[config.mk]
export PLATFORM = sky130hd
export DESIGN_NAME = contador_programa
export DESIGN_NICKNAME = d
export VERILOG_FILES = /design/src/rtl/contador_programa.sv
export SDC_FILE = /design/constraint.sdc
export NUM_CORES = 1
export LEC_CHECK = 0
export CAP_MARGIN = 10
export CORE_UTILIZATION = 36
export DETAILED_ROUTE_END_ITERATION = 16
export GPL_TIMING_DRIVEN = 0
export PLACE_DENSITY_LB_ADDON = 0.12
export SYNTH_ARGS = -nofsm -noshare
export SYNTH_HDL_FRONTEND = slang
export SYNTH_SLANG_ARGS = --single-unit
[constraint.sdc]
create_clock -name clock -period 2.5 [get_ports clock]
set_clock_uncertainty 0.2 [all_clocks]
set_input_delay 0.25 -clock clock [delete_from_list [all_inputs] [get_ports clock]]
set_output_delay 0.25 -clock clock [all_outputs]
set_load 0.01 [all_outputs]
[src/rtl/contador_programa.sv]
// Program-counter stage: registers the next instruction address, stalls on halt
// and input wait, and keeps a hardware return-address stack for call/return.
module contador_programa #(
    parameter int unsigned PROFUNDIDADE_PILHA = 8,
    parameter int unsigned LARGURA_PC         = 10
) (
    input  logic                                  clock,
    input  logic                                  reset,
    input  logic [LARGURA_PC-1:0]                 NovoEndereco,
    input  logic                                  Chamada,
    input  logic                                  Retorno,
    input  logic                                  Halt,
    input  logic                                  EsperaEntrada,
    input  logic                                  EntradaPronta,
    output logic [LARGURA_PC-1:0]                 PCAtual,
    output logic                                  Parado,
    output logic                                  Esperando,
    output logic                                  ErroPilha,
    output logic [$clog2(PROFUNDIDADE_PILHA):0]   NivelPilha
);

    localparam int unsigned IW = $clog2(PROFUNDIDADE_PILHA);
    localparam int unsigned NW = IW + 1;

    typedef enum logic [1:0] {
        EXECUTA = 2'd0,
        ESPERA  = 2'd1,
        PARADO  = 2'd2
    } estado_t;

    estado_t                estado_q, estado_d;
    logic [LARGURA_PC-1:0]  pc_q, pc_d;
    logic [NW-1:0]          nivel_q, nivel_d;
    logic                   erro_q, erro_d;
    logic                   parado_q, parado_d;
    logic                   esperando_q, esperando_d;
    logic [LARGURA_PC-1:0]  pilha_q [PROFUNDIDADE_PILHA];

    logic                   push_s;
    logic                   vazia_s;
    logic                   cheia_s;
    logic [IW-1:0]          idx_push_s;
    logic [IW-1:0]          idx_topo_s;
    logic [LARGURA_PC-1:0]  retorno_s;

    assign vazia_s    = (nivel_q == {NW{1'b0}});
    assign cheia_s    = (nivel_q == NW'(PROFUNDIDADE_PILHA));
    assign idx_push_s = nivel_q[IW-1:0];
    assign idx_topo_s = nivel_q[IW-1:0] - IW'(1);
    // Return address wraps naturally at the PC width.
    assign retorno_s  = pc_q + LARGURA_PC'(1);

    // Next-state, next-PC and stack-pointer decision for the current instruction.
    always_comb begin
        estado_d = estado_q;
        pc_d     = pc_q;
        nivel_d  = nivel_q;
        erro_d   = erro_q;
        push_s   = 1'b0;
        case (estado_q)
            EXECUTA: begin
                if (Halt) begin
                    estado_d = PARADO;
                end else if (Retorno) begin
                    if (!vazia_s) begin
                        pc_d    = pilha_q[idx_topo_s];
                        nivel_d = nivel_q - NW'(1);
                    end else begin
                        erro_d   = 1'b1;
                        estado_d = PARADO;
                    end
                end else if (Chamada) begin
                    if (!cheia_s) begin
                        push_s  = 1'b1;
                        nivel_d = nivel_q + NW'(1);
                        pc_d    = NovoEndereco;
                    end else begin
                        erro_d   = 1'b1;
                        estado_d = PARADO;
                    end
                end else if (EsperaEntrada) begin
                    estado_d = ESPERA;
                end else begin
                    pc_d = NovoEndereco;
                end
            end
            ESPERA: begin
                if (EntradaPronta) begin
                    pc_d     = NovoEndereco;
                    estado_d = EXECUTA;
                end else begin
                    pc_d = pc_q;
                end
            end
            PARADO: begin
                estado_d = PARADO;
            end
            // Unreachable encoding: freeze rather than run from a corrupt state.
            default: begin
                estado_d = PARADO;
            end
        endcase
        parado_d    = (estado_d == PARADO);
        esperando_d = (estado_d == ESPERA);
    end

    // State, PC, flags and stack registers; stack entries are never cleared.
    always_ff @(posedge clock) begin
        if (reset) begin
            estado_q    <= EXECUTA;
            pc_q        <= {LARGURA_PC{1'b0}};
            nivel_q     <= {NW{1'b0}};
            erro_q      <= 1'b0;
            parado_q    <= 1'b0;
            esperando_q <= 1'b0;
        end else begin
            estado_q    <= estado_d;
            pc_q        <= pc_d;
            nivel_q     <= nivel_d;
            erro_q      <= erro_d;
            parado_q    <= parado_d;
            esperando_q <= esperando_d;
            if (push_s) begin
                pilha_q[idx_push_s] <= retorno_s;
            end
        end
    end

    assign PCAtual    = pc_q;
    assign Parado     = parado_q;
    assign Esperando  = esperando_q;
    assign ErroPilha  = erro_q;
    assign NivelPilha = nivel_q;

endmodule

==> metrics.md, run 1 <==
| Metric | Value |
|---|---|
| Status | finished, violations left |
| Failing checks | negative setup slack |
| Global-route wire length before repair | 13870 um |
| Area contributors post-synth | edfxtp_1, dfxtp_1, mux2_2 |
| DR vias/cell | about 5.2 |
| Max cap viols | 0 |
| GR Layer Usage met3 | 0.03082 |
| Setup TNS | -0.7871 ns |
| Worst path max stage delay | between 0.6 and 0.7 ns |
| IO Pins | 34 |
| Placed cell count | approximately 450 |
| Horiz. Die Dim | roughly 110 um |
| Area Growth Syn to Fin | 23.91% |
| Post-Syn Area | roughly 4200 um^2 |
| Worst R2R Setup Slack | -0.03 ns |
| Cells along the critical path | buf_6 -> inv_1 -> ha_2 -> nand3b_1 -> nand4_1 -> nor2_2 |
| Crit path time final | between 2 and 3 ns |
| Total power draw | approximately 4100 uW |
| Area of the multi-input gates | roughly 1400 um^2 |
| Most frequent cell after synthesis | edfxtp_1 |
| Share of flip-flops with an asynchronous set or reset | 0 |
| Multiplexer area fraction after synthesis | 0.09931 |
| WS Path Type | reg -> reg |
| Max Slew Vio Count | 0 |
| Buffer and inverter count on the worst path | 2 |
| Count of final setup violators | 40 |
| DR vias | roughly 2400 |
| Initial Utilization | 0.3764 |
| Distinct cell type count after synthesis | 44 |
| Worst Tran Pin Value | ~0.81 ns |
| Startpoint Class | register |
| TritonCTS clock tree | yes |
| Antenna violations before repair | 0 |
| Top Usage Layer GRT | met2 |
| FP Rows | 38 |
| Post-DP HPWL | between 5000 and 6000 um |
| Pleak | roughly 0.0017 uW |
| Post-synth EDFFs | 80 |
| Largest family of logic cells by synthesized area | multiplexers |
| Power per Cell Area | slightly below 800 nW/um^2 |
| Max frequency | just under 400 MHz |
| Unrepaired setup endpoints after global routing | true |
| Grt ovf | 0 |
| Fin area | around 5200 um^2 |
| Slowest CP cell | nor2_2 |
| RePlAce Congestion | 0.7255 |
| Buffer depth of the longest clock path | 2 |
| Routed wire length | a little over 9000 um |
| Fin cells | approximately 470 |
| Dpl cell area | roughly 4700 um^2 |
| CP delay by family, top | simple AND/OR/NAND/NOR gates |
| Largest net degree at the start of global routing | 19 |
| Met2 Usage GRT | 0.2475 |
| Number of synthesized register bits | 99 |
| Post-synthesis sequential area ratio | 0.6673 |
| DRC viols | 0 |
| Max-slew headroom at the worst pin | 0.4536 |
| Fillers | about 980 |
| Clock Sinks | 99 |
| IR drop worst, VDD | 0.3453 mV |
| Main synth FF type | edfxtp_1 |
| Fin. Hold Viols | 0 |
| Global-route usage over all layers | 0.1660 |
| ANT nets after route | 0 |
| Top cell type's share of synthesized area | 0.5761 |
| Tcrit/Tclk final | 1.013 |
| M1 GR Usage | 0.2317 |
| Worst min path class | reg -> reg |
| Yosys warns | 0 |
| Synthesized netlist cell count | 280 |
| Mapped Nets | ~300 |
| Simple logic cell fraction of the synthesized area | 0.08161 |
| Post-Synth XOR/XNOR Area | 0.02940 |
| Post-synth top area cell | edfxtp_1 |
| Core Region | 11080 um^2 |
| Synth Area per Inst | ~15 um^2 |
| CP max FO | 10 |
| Clock-pin slew on the worst setup and hold paths | approximately 0.070 ns |
| Num CTS Buffers | 9 |
| Worst path required time | ~2.3 ns |
| Post-synthesis adder-cell area fraction | 0.01980 |
| Drt pass-1 iters | 4 |
| H-tree depth | 3 |
| CTS hold repair buffers | 0 |
| Synth cell count leaders | edfxtp_1, mux2i_1, dfxtp_1, mux2_2, nor2_1 |
| Detailed Route Iter0 Violations | between 100 and 150 |
| Die area | about 12000 um^2 |
| Routed WL per cell | 19.44 um |
| CP Capture Type | register |
| Layout cells sized above 1 | 0.2115 |
| Chip height | between 100 and 150 um |
| Clock root cell | clkbuf_16 |
| Diodes inserted | 0 |
| Final net count | roughly 350 |
| Arrival time at the worst endpoint | approximately 2.3 ns |
| Port buffer count | 33 |
| Clk_lat worst skew | 0.35 ns |
| Vias in the first global route | about 2400 |
| Post-synthesis compound-gate area fraction | 0.08821 |
| Register Area | between 2000 and 3000 um^2 |
| Setup slack after layout | -0.03181 ns |
## cells in the final DEF, fill, tap and decap left out, drive strengths merged, types with 2 or more instances in the layout
master / netlist / layout
o21a: 5 / 5
o22ai: 9 / 9
inv: 4 / 8
a22o: 9 / 9
nor2: 19 / 19
dfxtp: 19 / 19
mux2i: 20 / 20
bufinv: 0 / 2
clkdlybuf4s50: 0 / 33
ha: 5 / 5
o21ai: 2 / 2
a211oi: 2 / 2
nand3: 2 / 2
buf: 7 / 11
mux2: 19 / 19
nand2: 8 / 8
a21oi: 3 / 3
nand4: 3 / 3
a221o: 10 / 10
xor2: 4 / 4
clkbuf: 2 / 9
nor2b: 4 / 4
nand2b: 3 / 3
xnor2: 10 / 10
edfxtp: 80 / 80
nor3: 14 / 14
## state kept, by name, indices dropped and copies added (netlist names)
register    flops
ErroPilha       1
NivelPilha      4
estado_q        2
PCAtual        10
Esperando       1
pilha_q        80
Parado          1
## final cells by class
type / instances / share of cell area
Clock buffer: 9 / 0.04358
Clock inverter: 7 / 0.02058
Timing Repair Buffer: 36 / 0.07312
Multi-Input combinational cell: 168 / 0.2724
Inverter: 4 / 0.002906
Sequential cell: 99 / 0.5387
Tap cell: 140 / 0.03390
Buffer: 8 / 0.01477
## routing by layer
metal / vias up / wire length (um)
met5: - / 0
met4: 0 / 97
met3: 6 / 356
met2: 45 / 4150
met1: 1201 / 4553
li1: 1192 / -
## report_power, final
group | total [uW] | leakage, uW | switching (uW) | internal, uW
Sequential | 1890 | 0.000890 | 42.6 | 1840
Combinational | 688 | 0.000643 | 370 | 317
Clock | 1530 | 0.000163 | 637 | 897
Total | 4110 | 0.00170 | 1050 | 3060
## worst min-delay path: stages, from the launching register on
cell	delay (ns)
dfxtp_1	0.33
a21oi_1	0.04
nor2_1	0.08
## per-stage QoR
step / hold WS, ns / utilization / setup slack (ns)
finish: 0.2860 / 0.4665 / -0.03181
global route: 0.3077 / 0.4665 / -0.2210
CTS: 0.2944 / 0.4553 / -0.2567
detailed placement: 0.2784 / 0.4231 / -0.3840
global placement: 0.2561 / 0.4231 / -0.4046
floorplan: 0.1882 / - / 0.06254
## path summary, 6_finish.rpt
path            startpoint            end  cells after the start
min              ErroPilha      ErroPilha                      2
min reg2reg      ErroPilha      ErroPilha                      2
max reg2reg  NivelPilha[0]  pilha_q[2][3]                      6
max          NivelPilha[0]  pilha_q[2][3]                      6
## what timing repair did
item	in CTS	in global routing
gates resized for setup	12	21
setup endpoints to repair	90	90
buffers inserted	0	3
pin swaps	0	2
cloned	0	0
## logic make-up after synthesis
| family | Yosys count |
|---|---|
| DFF | 99 |
| and+or+nand+nor | 63 |
| AOI/OAI and AO/OA | 46 |
| muxes | 39 |
| xor gates and xnor gates | 14 |
| buffers and inverters | 13 |
| adders and majority gates | 6 |
No activity file was read; power rests on OpenSTA's default activity.
==> run 2, diff against run 1 <==
--- a/config.mk
+++ b/config.mk
@@ -10,6 +10,7 @@
 export DETAILED_ROUTE_END_ITERATION = 16
 export GPL_TIMING_DRIVEN = 0
 export PLACE_DENSITY_LB_ADDON = 0.12
+export REMOVE_ABC_BUFFERS = 1
 export SYNTH_ARGS = -nofsm -noshare
 export SYNTH_HDL_FRONTEND = slang
 export SYNTH_SLANG_ARGS = --single-unit
==> run 2 against run 1 <==
Compared with the run above:
- the flow now finishes without violations
- non-clock buffer count up 6
- utilization increased by 0.78 points
- critical path depth up 1
- sequential power about the same
- fmax rose by 4.7%
- critical path type unchanged
- highest routed layer unchanged
==> metrics.md, run 2 (same netlist as run 1, synthesis figures left out) <==
| Metric | Value |
|---|---|
| Arrival time at the worst endpoint | 2.45 ns (was 2.31 ns) |
| DRC viols | 0 (unchanged) |
| Clk_lat worst skew | 0.34 ns (was 0.35 ns) |
| Commonest cells after routing, fill and taps aside | edfxtp_1, clkdlybuf4s50_1, mux2i_1 (unchanged) |
| Max-slew headroom at the worst pin | 0.5780 (was 0.4536) |
| Number of flip-flops in the largest register | 80 (unchanged) |
| Tcrit/Tclk final | 0.9669 (was 1.013) |
| Clock root cell | clkbuf_16 (unchanged) |
| Crit path time final | 2.417 ns (was 2.532 ns) |
| Max Slew Vio Count | 0 (unchanged) |
| Largest net degree at the start of global routing | 31 (was 19) |
| CP Capture Type | register (unchanged) |
| Status | complete, no violations (was finished, violations left) |
| Max frequency | 413.7 MHz (was 395.0 MHz) |
| DR vias/cell | 5.289 (was 5.189) |
| Chip height | 109.6 um (unchanged) |
| Power per Cell Area | 732.8 nW/um^2 (was 794.9 nW/um^2) |
| Antenna violations before repair | 0 (unchanged) |
| Most common cell after layout, fill and taps aside | edfxtp_1 (unchanged) |
| Diodes inserted | 0 (unchanged) |
| Detailed Route Iter0 Violations | 122 (was 106) |
| Horiz. Die Dim | 109.6 um (unchanged) |
| Worst path required time | 2.53 ns (was 2.28 ns) |
| Utilization after layout | 0.4742 (was 0.4665) |
| Drt pass-1 iters | 4 (unchanged) |
| CTS hold repair buffers | 0 (unchanged) |
| Routed wire length | 9700 um (was 9158 um) |
| IR drop worst, VDD | 0.3574 mV (was 0.3453 mV) |
| Setup slack after layout | 0.08276 ns (was -0.03181 ns) |
| Global-route usage over all layers | 0.1756 (was 0.1660) |
| Routed WL per cell | 20.34 um (was 19.44 um) |
| Fin. Hold Viols | 0 (unchanged) |
| Global-route wire length before repair | 14430 um (was 13870 um) |
| Layout cells sized above 1 | 0.2226 (was 0.2115) |
| Fillers | 960 (was 978) |
| Buffer depth of the longest clock path | 2 (unchanged) |
| Area Growth Syn to Fin | 25.98% (was 23.91%) |
| Dpl cell area | 4686 um^2 (was 4687 um^2) |
| Port buffer count | 33 (unchanged) |
| H-tree depth | 3 (unchanged) |
| ANT nets after route | 0 (unchanged) |
| Count of final setup violators | 0 (was 40) |
| Vias in the first global route | 2502 (was 2399) |
| Slowest CP cell | nor2_2 (unchanged) |
| Max cap viols | 0 (unchanged) |
| Worst Tran Pin Value | 0.6323 ns (was 0.8137 ns) |
| Fin area | 5254 um^2 (was 5167 um^2) |
| Clock-pin slew on the worst setup and hold paths | 0.07 ns (about the same) |
| Worst path max stage delay | 0.50 ns (was 0.66 ns) |
| WS Path Type | reg -> reg (unchanged) |
| Pre-CTS setup slack | -0.6112 ns (was -0.3840 ns) |
| TritonCTS clock tree | yes (unchanged) |
| Clock Sinks | 99 (unchanged) |
| Grt ovf | 0 (unchanged) |
| DR vias | 2523 (was 2444) |
| Post-DP HPWL | 5757 um (was 5891 um) |
| Worst R2R Setup Slack | 0.08 ns (was -0.03 ns) |
| Num CTS Buffers | 9 (unchanged) |
| FP Rows | 38 (unchanged) |
| Core Region | 11080 um^2 (unchanged) |
| IO Pins | 34 (unchanged) |
| Worst min path class | reg -> reg (unchanged) |
| Cells along the critical path | inv_1 -> ha_4 -> xnor2_1 -> nor2_2 -> a22o_1 -> nor3_1 -> a221o_1 (was buf_6 -> inv_1 -> ha_2 -> nand3b_1 -> nand4_1 -> nor2_2) |
| Initial Utilization | 0.3764 (unchanged) |
| Startpoint Class | register (unchanged) |
| Pleak | 0.001712 uW (was 0.001696 uW) |
| RePlAce Congestion | 0.7265 (was 0.7255) |
| Largest Register | pilha_q (unchanged) |
| CP max FO | 9 (was 10) |
| Final net count | 355 (was 349) |
| Die area | 12020 um^2 (unchanged) |
-- run 2: cell type report --
class	count	area [um^2]	area share
clock buffer	12	256.5	0.04882
tap	140	175.2	0.03334
sequential	99	2788	0.5306
clock inverter	4	26.28	0.005001
timing repair buffer	50	553.0	0.1053
multi-input combinational	168	1440	0.2741
inverter	4	15.01	0.002858
-- run 2: repair_timing --
item,4_1_cts,5_1_grt
setup buffers,7,7
endpoints found under the setup margin,83,60
gates resized for setup,21,6
pin swaps,7,4
-- run 2: path summary, 6_finish.rpt --
kind                 startpoint         end  cells after the start
setup / recovery  NivelPilha[1]  PCAtual[4]                      7
hold / removal        ErroPilha   ErroPilha                      2
setup reg to reg  NivelPilha[1]  PCAtual[4]                      7
hold reg to reg       ErroPilha   ErroPilha                      2
-- run 2: where the power goes --
part           leakage, uW  internal, uW  switching (uW)
logic             0.000683           297             332
registers         0.000891          1840            56.7
clock network     0.000139           728             592
total              0.00171          2870             980
-- run 2: per-layer routing --
layer	global-route usage	vias to the layer above	part of all wire	wire (um)
li1	-	1199	-	-
met1	0.2208	1259	0.46	4471
met2	0.2934	46	0.49	4775
met3	0.03853	19	0.028	267
met4	0.07143	0	0.019	186
met5	0	-	0	0
-- run 2: through the flow --
| stage | hold WS [ns] | power [uW] | instances | setup TNS, ns |
|---|---|---|---|---|
| finish | 0.2780 | 3850 | 477 | 0 |
| global route | 0.3097 | 3981 | 477 | -0.04020 |
| CTS | 0.2822 | 3867 | 470 | -0.005460 |
| detailed placement | 0.2672 | 2534 | 447 | -38.46 |
| global placement | 0.2547 | 2523 | 444 | -61.24 |
| floorplan | 0.1191 | 2302 | 271 | -6.369 |
-- run 2: worst max-delay path, delay by kind of cell, from the launching register on --
kind | cells | cell delay (ns)
and+or+nand+nor | 2 | 0.56
AOI/OAI and AO/OA | 2 | 0.53
xor gates and xnor gates | 1 | 0.18
DFF | 1 | 0.46
adders and majority gates | 1 | 0.20
buffers and inverters | 1 | 0.17
==> run 3, diff against run 2 <==
--- a/config.mk
+++ b/config.mk
@@ -7,6 +7,7 @@
 export LEC_CHECK = 0
 export CAP_MARGIN = 10
 export CORE_UTILIZATION = 36
+export CTS_CLUSTER_SIZE = 20
 export DETAILED_ROUTE_END_ITERATION = 16
 export GPL_TIMING_DRIVEN = 0
 export PLACE_DENSITY_LB_ADDON = 0.12
==> results of run 3 <==
Same layout as run 2: the final DEF is identical, and so are final timing and power.
==> patch (config.mk and constraints of run 1) <==
The output `Parado` loses its register stage (`parado_q` becomes a continuous assignment).
--- a/src/rtl/contador_programa.sv
+++ b/src/rtl/contador_programa.sv
@@ -113,3 +113,2 @@
             erro_q      <= 1'b0;
-            parado_q    <= 1'b0;
             esperando_q <= 1'b0;
@@ -120,3 +119,2 @@
             erro_q      <= erro_d;
-            parado_q    <= parado_d;
             esperando_q <= esperando_d;
@@ -127,2 +125,4 @@
     end
+
+    assign parado_q = parado_d;
 
Formal check against the unedited RTL: not equivalent (Yosys sat finds a counterexample within 4 cycles, from zero or initial values and one cycle with reset high).
==> patch against run 1 <==
  * The run ends with DRC left
  * Synthesized area grew 2.6%
  * Routed wire length is essentially flat
  * Worst setup slack gained 0.20 ns
  * Final area grew 2.7%
  * Sequential cell count shrank 1
  * Sequential share of layout area shrank 1.8 points
  * Total power shrank 2.0%
  * Global-route usage shrank 0.84 points
==> patch: results (changes against run 1) <==
** GRT
- Maximum number of pins on one net before global-route repair :: 16 (-3)
- GRT met2 Usage :: 26.67% (+1.9 points)
- Global-route wire length before repair :: 14430 um (+4.1%)
- The global routing usage summed across all routing layers was 15.76% (-0.84 points).

** Route
- DRC violations left :: 2 (+2)
- Vias per cell :: 5.044 (-2.8%)
- The sum of met2 wire segment lengths after detailed routing is 4572 um (+10%).
- DRT iter0 DRCs :: 164 (+55%)
- The routed wire length came to 9156 um (about the same).

** STA
- Final hold slack :: 0.2729 ns (-0.01310 ns)
- Shortest clock period the worst path allows after layout :: 2.330 ns (-0.2015 ns)
- Worst Max-Slew Pin Slew :: 0.7383 ns (-0.07541 ns)

** Critical path
- The cell family contributing the most delay on the critical path is buffers and inverters.
- R2R Setup Slk :: 0.17 ns (+0.20 ns)
- The cell count of the worst reg-to-reg path is 9 (+3).

** Synthesis
- The share of the yosys chip area belonging to registers came to 64.54% (-2.2 points).
- The fraction of synthesized area in multiplexers was 4.911% (-5.0 points).
- The adder and majority cell fraction of the synthesized area came to 1.929% (-0.051 points).
- Area contributors post-synth :: sky130_fd_sc_hd__edfxtp_1 (56%), sky130_fd_sc_hd__dfxtp_1 (8.4%), sky130_fd_sc_hd__nand2_1 (5.3%), sky130_fd_sc_hd__mux2i_1 (4.9%), sky130_fd_sc_hd__nand3_1 (2.7%)
- Commonest cells in the netlist :: sky130_fd_sc_hd__edfxtp_1 (80), sky130_fd_sc_hd__nand2_1 (61), sky130_fd_sc_hd__nor2_1 (29)
- The xor/xnor share of the synthesized area was 2.835% (-0.10 points).
- Netlist cell types :: 39 (-11%)
- The net count of the mapped netlist was 365 (+20%).

** Final layout
- Layout Area Growth over Synthesis :: 23.94% (about the same)
- The proportion of cell area spent on the clock network was 5.590% (-0.83 points).
- The proportion of cell area occupied by multi-input gates is 28.33% (+1.1 points).
- The sequential fraction of total cell area came to 52.10% (-1.8 points).
- Inverter count :: 6 (+2)
- Number of buffers outside the clock class in the layout :: 54 (+23%)
- Fraction of layout cells with a size suffix above 1 :: 16.62% (-4.5 points)
- Total number of multi-input combinational cells :: 223 (+33%)
- The proportion of final cell area spent on non-clock buffers was 10.14% (+1.4 points).

** Placed design
- Placed inst area :: 4800 um2 (+2.4%)
- Weighted congestion reported at the end of routability-driven placement :: 0.7033 (-3.1%)

** Power and ir drop
- Worst IR drop on VDD :: 421.6 uV (+22%)
- P_leak :: 1.810 nW (+6.7%)

** Run status
- The run finished, with violations left.
- The checks that failed: DRC.

** CTS
- The clock sink total was 98 (-1.0%).
-- patch: cell types whose count changed in the layout (fill, tap and decap cells not counted), moves of 8 or more --
cell and change:
sky130_fd_sc_hd__a22o_1 -9, sky130_fd_sc_hd__nor2_1 +11, sky130_fd_sc_hd__o22ai_1 -9, sky130_fd_sc_hd__a221o_1 -10
sky130_fd_sc_hd__nand2_1 +53, sky130_fd_sc_hd__a21oi_2 +11, sky130_fd_sc_hd__mux2_2 -19, sky130_fd_sc_hd__a21o_1 +10
sky130_fd_sc_hd__nor3_1 -12, sky130_fd_sc_hd__nand3_1 +21, sky130_fd_sc_hd__a22oi_1 +10, sky130_fd_sc_hd__nand4_1 +8
-- patch: report_power, final --
part           switching [W]  internal (W)
clock network       0.000580      0.000804
registers          0.0000497       0.00186
logic               0.000445      0.000291
-- patch: what timing repair did --
item / in CTS / in global routing
buffers inserted: 5 / 1
endpoints found under the setup margin: 91 / 50
pin swaps: 6 / 1
resized for setup: 20 / 6
